$ cat config.mk
export PLATFORM = sky130hd
export DESIGN_NAME = mem_stage
export DESIGN_NICKNAME = d
export VERILOG_FILES = /design/src/rtl/mem_stage.sv
export SDC_FILE = /design/constraint.sdc
export NUM_CORES = 1
export LEC_CHECK = 0
export ABC_CLOCK_PERIOD_IN_PS = 3200
export CAP_MARGIN = 20
export CORE_AREA = 2 2 135 137
export DETAILED_ROUTE_END_ITERATION = 8
export DIE_AREA = 0 0 137 139
export PLACE_DENSITY = 0.71
export SLEW_MARGIN = 20
export SYNTH_ARGS = -nofsm -noshare
export SYNTH_HDL_FRONTEND = slang
export SYNTH_SLANG_ARGS = --single-unit
$ cat constraint.sdc
create_clock -name clk -period 3.2 [get_ports clk]
set_input_delay 0.64 -clock clk [delete_from_list [all_inputs] [get_ports clk]]
set_output_delay 0.64 -clock clk [all_outputs]
set_load 0.02 [all_outputs]
$ cat src/rtl/mem_stage.sv
// mem_stage: MEM stage of the 5-stage MIPS core.
//   Resolves branch/jump redirects, runs data-memory accesses over a
//   req/ack handshake (stalling upstream while busy), and holds the
//   MEM/WB pipeline register.
// Optional: define MEM_TIMEOUT_EN to abort accesses after TIMEOUT_CYCLES
//   BUSY cycles without ack (sets sticky mem_error).
// Ports:
//   clk, rst (async, active-low)
//   EX_MEM inputs: RegWrite_in, MemtoReg_in, Branch_in, MemRead_in,
//     MemWrite_in, Jump_in, jump_addr_in, branch_addr_in, ALU_zero_in,
//     ALU_result_in, reg_read_data_2_in, EX_MEM_RegisterRd_in
//   pc_redirect, pc_target : combinational redirect
//   mem_stall              : freezes upstream stages
//   dmem_req/we/addr/wdata, dmem_ack/rdata : data memory handshake
//   RegWrite_out, MemtoReg_out, read_data_out, ALU_result_out,
//   MEM_WB_RegisterRd_out  : MEM/WB register
//   mem_error              : sticky timeout flag
module mem_stage #(
  parameter int unsigned DATA_W         = 32,
  parameter int unsigned RD_W           = 5,
  parameter int unsigned TIMEOUT_CYCLES = 64
) (
  input  logic              clk,
  input  logic              rst,
  input  logic              RegWrite_in,
  input  logic              MemtoReg_in,
  input  logic              Branch_in,
  input  logic              MemRead_in,
  input  logic              MemWrite_in,
  input  logic              Jump_in,
  input  logic [DATA_W-1:0] jump_addr_in,
  input  logic [DATA_W-1:0] branch_addr_in,
  input  logic              ALU_zero_in,
  input  logic [DATA_W-1:0] ALU_result_in,
  input  logic [DATA_W-1:0] reg_read_data_2_in,
  input  logic [RD_W-1:0]   EX_MEM_RegisterRd_in,
  output logic              pc_redirect,
  output logic [DATA_W-1:0] pc_target,
  output logic              mem_stall,
  output logic              dmem_req,
  output logic              dmem_we,
  output logic [DATA_W-1:0] dmem_addr,
  output logic [DATA_W-1:0] dmem_wdata,
  input  logic              dmem_ack,
  input  logic [DATA_W-1:0] dmem_rdata,
  output logic              RegWrite_out,
  output logic              MemtoReg_out,
  output logic [DATA_W-1:0] read_data_out,
  output logic [DATA_W-1:0] ALU_result_out,
  output logic [RD_W-1:0]   MEM_WB_RegisterRd_out,
  output logic              mem_error
);

  typedef enum logic [1:0] {IDLE, BUSY, DONE} state_t;

  state_t              state_q, state_d;
  logic                access;
  logic                req_d, we_d;
  logic [DATA_W-1:0]   hold_q, hold_d;
  logic                rw_d, mtr_d;
  logic [RD_W-1:0]     rd_d;
  logic [DATA_W-1:0]   alu_d, rdata_d;

`ifdef MEM_TIMEOUT_EN
  localparam int unsigned CNT_W = (TIMEOUT_CYCLES > 1) ? $clog2(TIMEOUT_CYCLES) : 1;
  logic [CNT_W-1:0] cnt_q, cnt_d;
  logic             err_d;
`endif

  assign access = MemRead_in | MemWrite_in;

  // Redirect is independent of stall; the hazard unit qualifies it.
  assign pc_redirect = (Branch_in & ALU_zero_in) | Jump_in;
  assign pc_target   = Jump_in ? jump_addr_in : branch_addr_in;

  // Upstream is frozen while BUSY, so these stay stable for the access.
  assign dmem_addr  = {ALU_result_in[DATA_W-1:2], 2'b00};
  assign dmem_wdata = reg_read_data_2_in;

  // Gated by reset so an in-reset access request cannot freeze upstream.
  assign mem_stall = rst & ((state_q == BUSY) | ((state_q == IDLE) & access));

  // State register
  always_ff @(posedge clk or negedge rst) begin
    if (!rst) state_q <= IDLE;
    else      state_q <= state_d;
  end

  // Next-state and next register values; MEM/WB defaults to a bubble
  always_comb begin
    state_d = state_q;
    req_d   = 1'b0;
    we_d    = dmem_we;
    hold_d  = hold_q;
    rw_d    = 1'b0;
    mtr_d   = 1'b0;
    rd_d    = '0;
    alu_d   = '0;
    rdata_d = '0;
`ifdef MEM_TIMEOUT_EN
    cnt_d   = cnt_q;
    err_d   = mem_error;
`endif
    case (state_q)
      IDLE: begin
        if (access) begin
          state_d = BUSY;
          req_d   = 1'b1;
          we_d    = MemWrite_in;
`ifdef MEM_TIMEOUT_EN
          cnt_d   = '0;
`endif
        end else begin
          rw_d  = RegWrite_in;
          mtr_d = MemtoReg_in;
          rd_d  = EX_MEM_RegisterRd_in;
          alu_d = ALU_result_in;
        end
      end
      BUSY: begin
        req_d = 1'b1;
        if (dmem_ack) begin
          state_d = DONE;
          req_d   = 1'b0;
          hold_d  = dmem_we ? '0 : dmem_rdata;
        end
`ifdef MEM_TIMEOUT_EN
        else if (cnt_q == CNT_W'(TIMEOUT_CYCLES - 1)) begin
          state_d = DONE;
          req_d   = 1'b0;
          hold_d  = '0;
          err_d   = 1'b1;
        end else begin
          cnt_d = cnt_q + CNT_W'(1);
        end
`endif
      end
      DONE: begin
        state_d = IDLE;
        rw_d    = RegWrite_in;
        mtr_d   = MemtoReg_in;
        rd_d    = EX_MEM_RegisterRd_in;
        alu_d   = ALU_result_in;
        rdata_d = hold_q;
      end
      default: state_d = IDLE;
    endcase
  end

  // Handshake, hold and MEM/WB registers
  always_ff @(posedge clk or negedge rst) begin
    if (!rst) begin
      dmem_req              <= 1'b0;
      dmem_we               <= 1'b0;
      hold_q                <= '0;
      RegWrite_out          <= 1'b0;
      MemtoReg_out          <= 1'b0;
      MEM_WB_RegisterRd_out <= '0;
      ALU_result_out        <= '0;
      read_data_out         <= '0;
    end else begin
      dmem_req              <= req_d;
      dmem_we               <= we_d;
      hold_q                <= hold_d;
      RegWrite_out          <= rw_d;
      MemtoReg_out          <= mtr_d;
      MEM_WB_RegisterRd_out <= rd_d;
      ALU_result_out        <= alu_d;
      read_data_out         <= rdata_d;
    end
  end

`ifdef MEM_TIMEOUT_EN
  // Timeout counter and sticky error
  always_ff @(posedge clk or negedge rst) begin
    if (!rst) begin
      cnt_q     <= '0;
      mem_error <= 1'b0;
    end else begin
      cnt_q     <= cnt_d;
      mem_error <= err_d;
    end
  end
`else
  assign mem_error = 1'b0;
`endif

endmodule

==> summary.txt <==
Outcome
  – Status: complete, no violations

Global routing
  – Grt total ovfl: 0
  – Vias in the first global route: 3888
  – Largest net degree at the start of global routing: 76
  – Total track usage: 16.2%
  – Initial antenna violation count: 0
  – Wire length of the first global-routing pass: 23100 µm

Setup path
  – Worst r2r src: state_q[0]$_DFFE_PN0P_
  – Crit path top cell by count: clkdlybuf4s50_1
  – Crit Path Max Fanout: 33
  – RR Endpoint: hold_q[31]$_DFFE_PN0P_
  – Worst path arrival time: 2.35 ns
  – Critical Path RT: 2.56 ns
  – Critical path class: in -> out
  – R2r setup slk: 1.29 ns
  – Critical path's slowest cell: clkdlybuf4s50_1
  – CP Cell Sequence: clkdlybuf4s50_1 > buf_12 > mux2_2 > clkdlybuf4s50_1
  – Startpoint type of the worst setup path: primary input
  – Reg2Reg Depth: 4
  – CP Capture Type: output pin
  – Slowest Stage Delay on Critical Path: 0.56 ns

Clock tree
  – Clock tree buffer depth: 2
  – Post-CTS Setup Repair Bufs: 0
  – TritonCTS Buffers: 9
  – CTS H-tree lvls: 3
  – Reg clk slew, reported paths: 0.08 ns
  – CTS Root Cell: clkbuf_16
  – CTS tree: built
  – Total number of clock tree sinks: 107
  – Worst-skew pair later-pin latency: 0.36 ns
  – Resize count post-CTS: 0
  – CTS Hold Bufs: 0

Synthesis
  – Sequential area share after synthesis: 54.4%
  – Largest family of logic cells by synthesized area: multiplexers
  – Synthesized area per cell: 13.2 µm²
  – Simple-Gate Fraction of Synth Area: 14.9%
  – Mux cell area share after synthesis: 16.8%
  – Post-synthesis register bit count: 107
  – Top-area cell type share of the netlist area: 54.4%
  – Syn. warnings: 0
  – Synth cell types: 21
  – Adder-cell share of the synthesized area: 0%
  – Compound-Gate Fraction of Synth Area: 0.839%
  – Synth Area in XOR/XNOR: 0%
  – Top post-synthesis cells by area: dfrtp_1 (54%), buf_4 (9.9%), mux2_4 (8.8%)
  – Cells after synthesis: 374
  – Largest area contributor in the netlist: dfrtp_1
  – Synth Cell Area: 4920 µm²

Finish
  – Fin nets: 762
  – Layout Cells excl Fill: 821
  – Most common cell after layout, fill and taps aside: clkdlybuf4s50_1
  – Synth-to-Final Area Change: 58.4%
  – Most frequent cells in the layout: clkdlybuf4s50_1 (277), dfrtp_1 (107), nor3b_1 (40)
  – N_diodes: 0
  – Flip-flop and latch area: 2680 µm²
  – Share of cells above drive strength 1: 16.0%
  – Footprint of the multi-input gates: 1620 µm²
  – Util after Layout: 44.2%
  – Fillers: 1606

STA
  – Setup TNS: 0 ns
  – Period minus WS final: 2.99 ns
  – Clk_skew: 0.0138 ns
  – Final WS setup: 0.206 ns
  – Final Hold Viols: 0
  – Fmax: 0.334 GHz
  – Worst rel slew slack: 64.1%
  – RSZ-0062 raised after global routing: no
  – Slew Viols, Final: 0
  – Setup violations, final: 0
  – Final worst-path cycle share: 93.6%
  – WHS: 0.342 ns
  – Worst-margin pin slew: 0.539 ns

Placement
  – Setup Slack @ Placement: 0.211 ns
  – IO Port Bufs: 279
  – Hpwl dp: 11800 µm
  – Placed instance count: 803
  – Routability cong.: 0.829

Floorplanning
  – DIE WIDTH: 137 µm
  – Boundary Pins: 347
  – Effective utilization at floorplan: 27.9%
  – Placement row count: 49
  – Die Height: 139 µm
  – Core area: 17700 µm²
  – Die area: 19000 µm²

Worst hold path
  – HP Class: in -> async

Drt
  – DRC: 0
  – Vias: 3518
  – WL/cell: 18.8 µm
  – Antenna viol nets, final: 0
  – DRT Pass-1 Iters: 4
  – Vias per cell: 4.29
  – Final Routed Wirelength: 15400 µm
  – DR iter-0 viols: 115

Power and ir drop
  – Static leakage: 0.00331 µW
  – Cell Pwr Density: 555 nW/µm²
  – Peak VDD IR: 0.264 mV

Run
  – Max Cap Viol: 0
[cells in the mapped netlist]
library cell and instances:
nor3_1 1, o21ba_2 1, and3b_1 1, buf_2 6
mux2_4 29, and2_1 32, mux2_2 35, a211oi_1 2
buf_6 1, buf_12 3, nor2b_1 33, clkbuf_1 12
buf_1 1, nor3b_1 40, dfrtp_1 107, nor2_1 1
or3b_2 1, a21o_1 1, buf_4 65, a22o_1 1
conb_1 1
[metal layers]
layer	up-vias	track usage (%)	wire, µm
met3	19	6.65	1410
met2	200	26.6	7600
met5	-	0	0
li1	1596	-	-
met4	0	4.45	246
met1	1703	19.4	6150
[power breakdown]
part / leakage [µW] / internal [µW] / switching [µW]
Clock: 0.000152 / 564 / 578
Sequential: 0.00144 / 1600 / 112
Combinational: 0.00172 / 786 / 687
Total: 0.00331 / 2950 / 1380
[worst max-delay path: cells and delay by family]
kind	cells	cell delay [ns]
multiplexers	1	0.40
buffers and inverters	3	1.29
[layout make-up]
class	count	area share, %
Tap cell	229	3.67
Timing Repair Buffer	288	37.2
Multi-Input combinational cell	181	20.8
Clock buffer	9	2.89
Sequential cell	107	34.3
Clock inverter	7	1.14
[registers in the layout (all words and copies together), names as in the netlist]
name                   count
read_data_out             32
MemtoReg_out               1
dmem_we                    1
RegWrite_out               1
state_q                    2
hold_q                    32
MEM_WB_RegisterRd_out      5
dmem_req                   1
ALU_result_out            32
[worst max path at each step]
stage,from,end,slack (ns),depth (start not counted)
finish,Jump_in,pc_target[7],0.21,4
global route,Jump_in,pc_target[7],0.18,4
CTS,Jump_in,pc_target[7],0.21,4
detailed placement,Jump_in,pc_target[7],0.21,4
global placement,Jump_in,pc_target[7],0.26,4
floorplan,Jump_in,pc_target[10],1.10,3
[per-stage QoR]
step / instance area (µm²) / power (µW)
floorplan: 4930 / 2620
global placement: 7450 / 3170
detailed placement: 7450 / 3210
CTS: 7760 / 4380
global route: 7800 / 4560
finish: 7800 / 4330
[logic make-up (layout without fill, tap and decap cells)]
family	after synthesis	after routing
and+or+nand+nor	109	109
DFF	107	107
buffers and inverters	88	304
muxes	64	64
AOI/OAI and AO/OA	5	5
other	1	3
(Power assumes the default switching activity.)
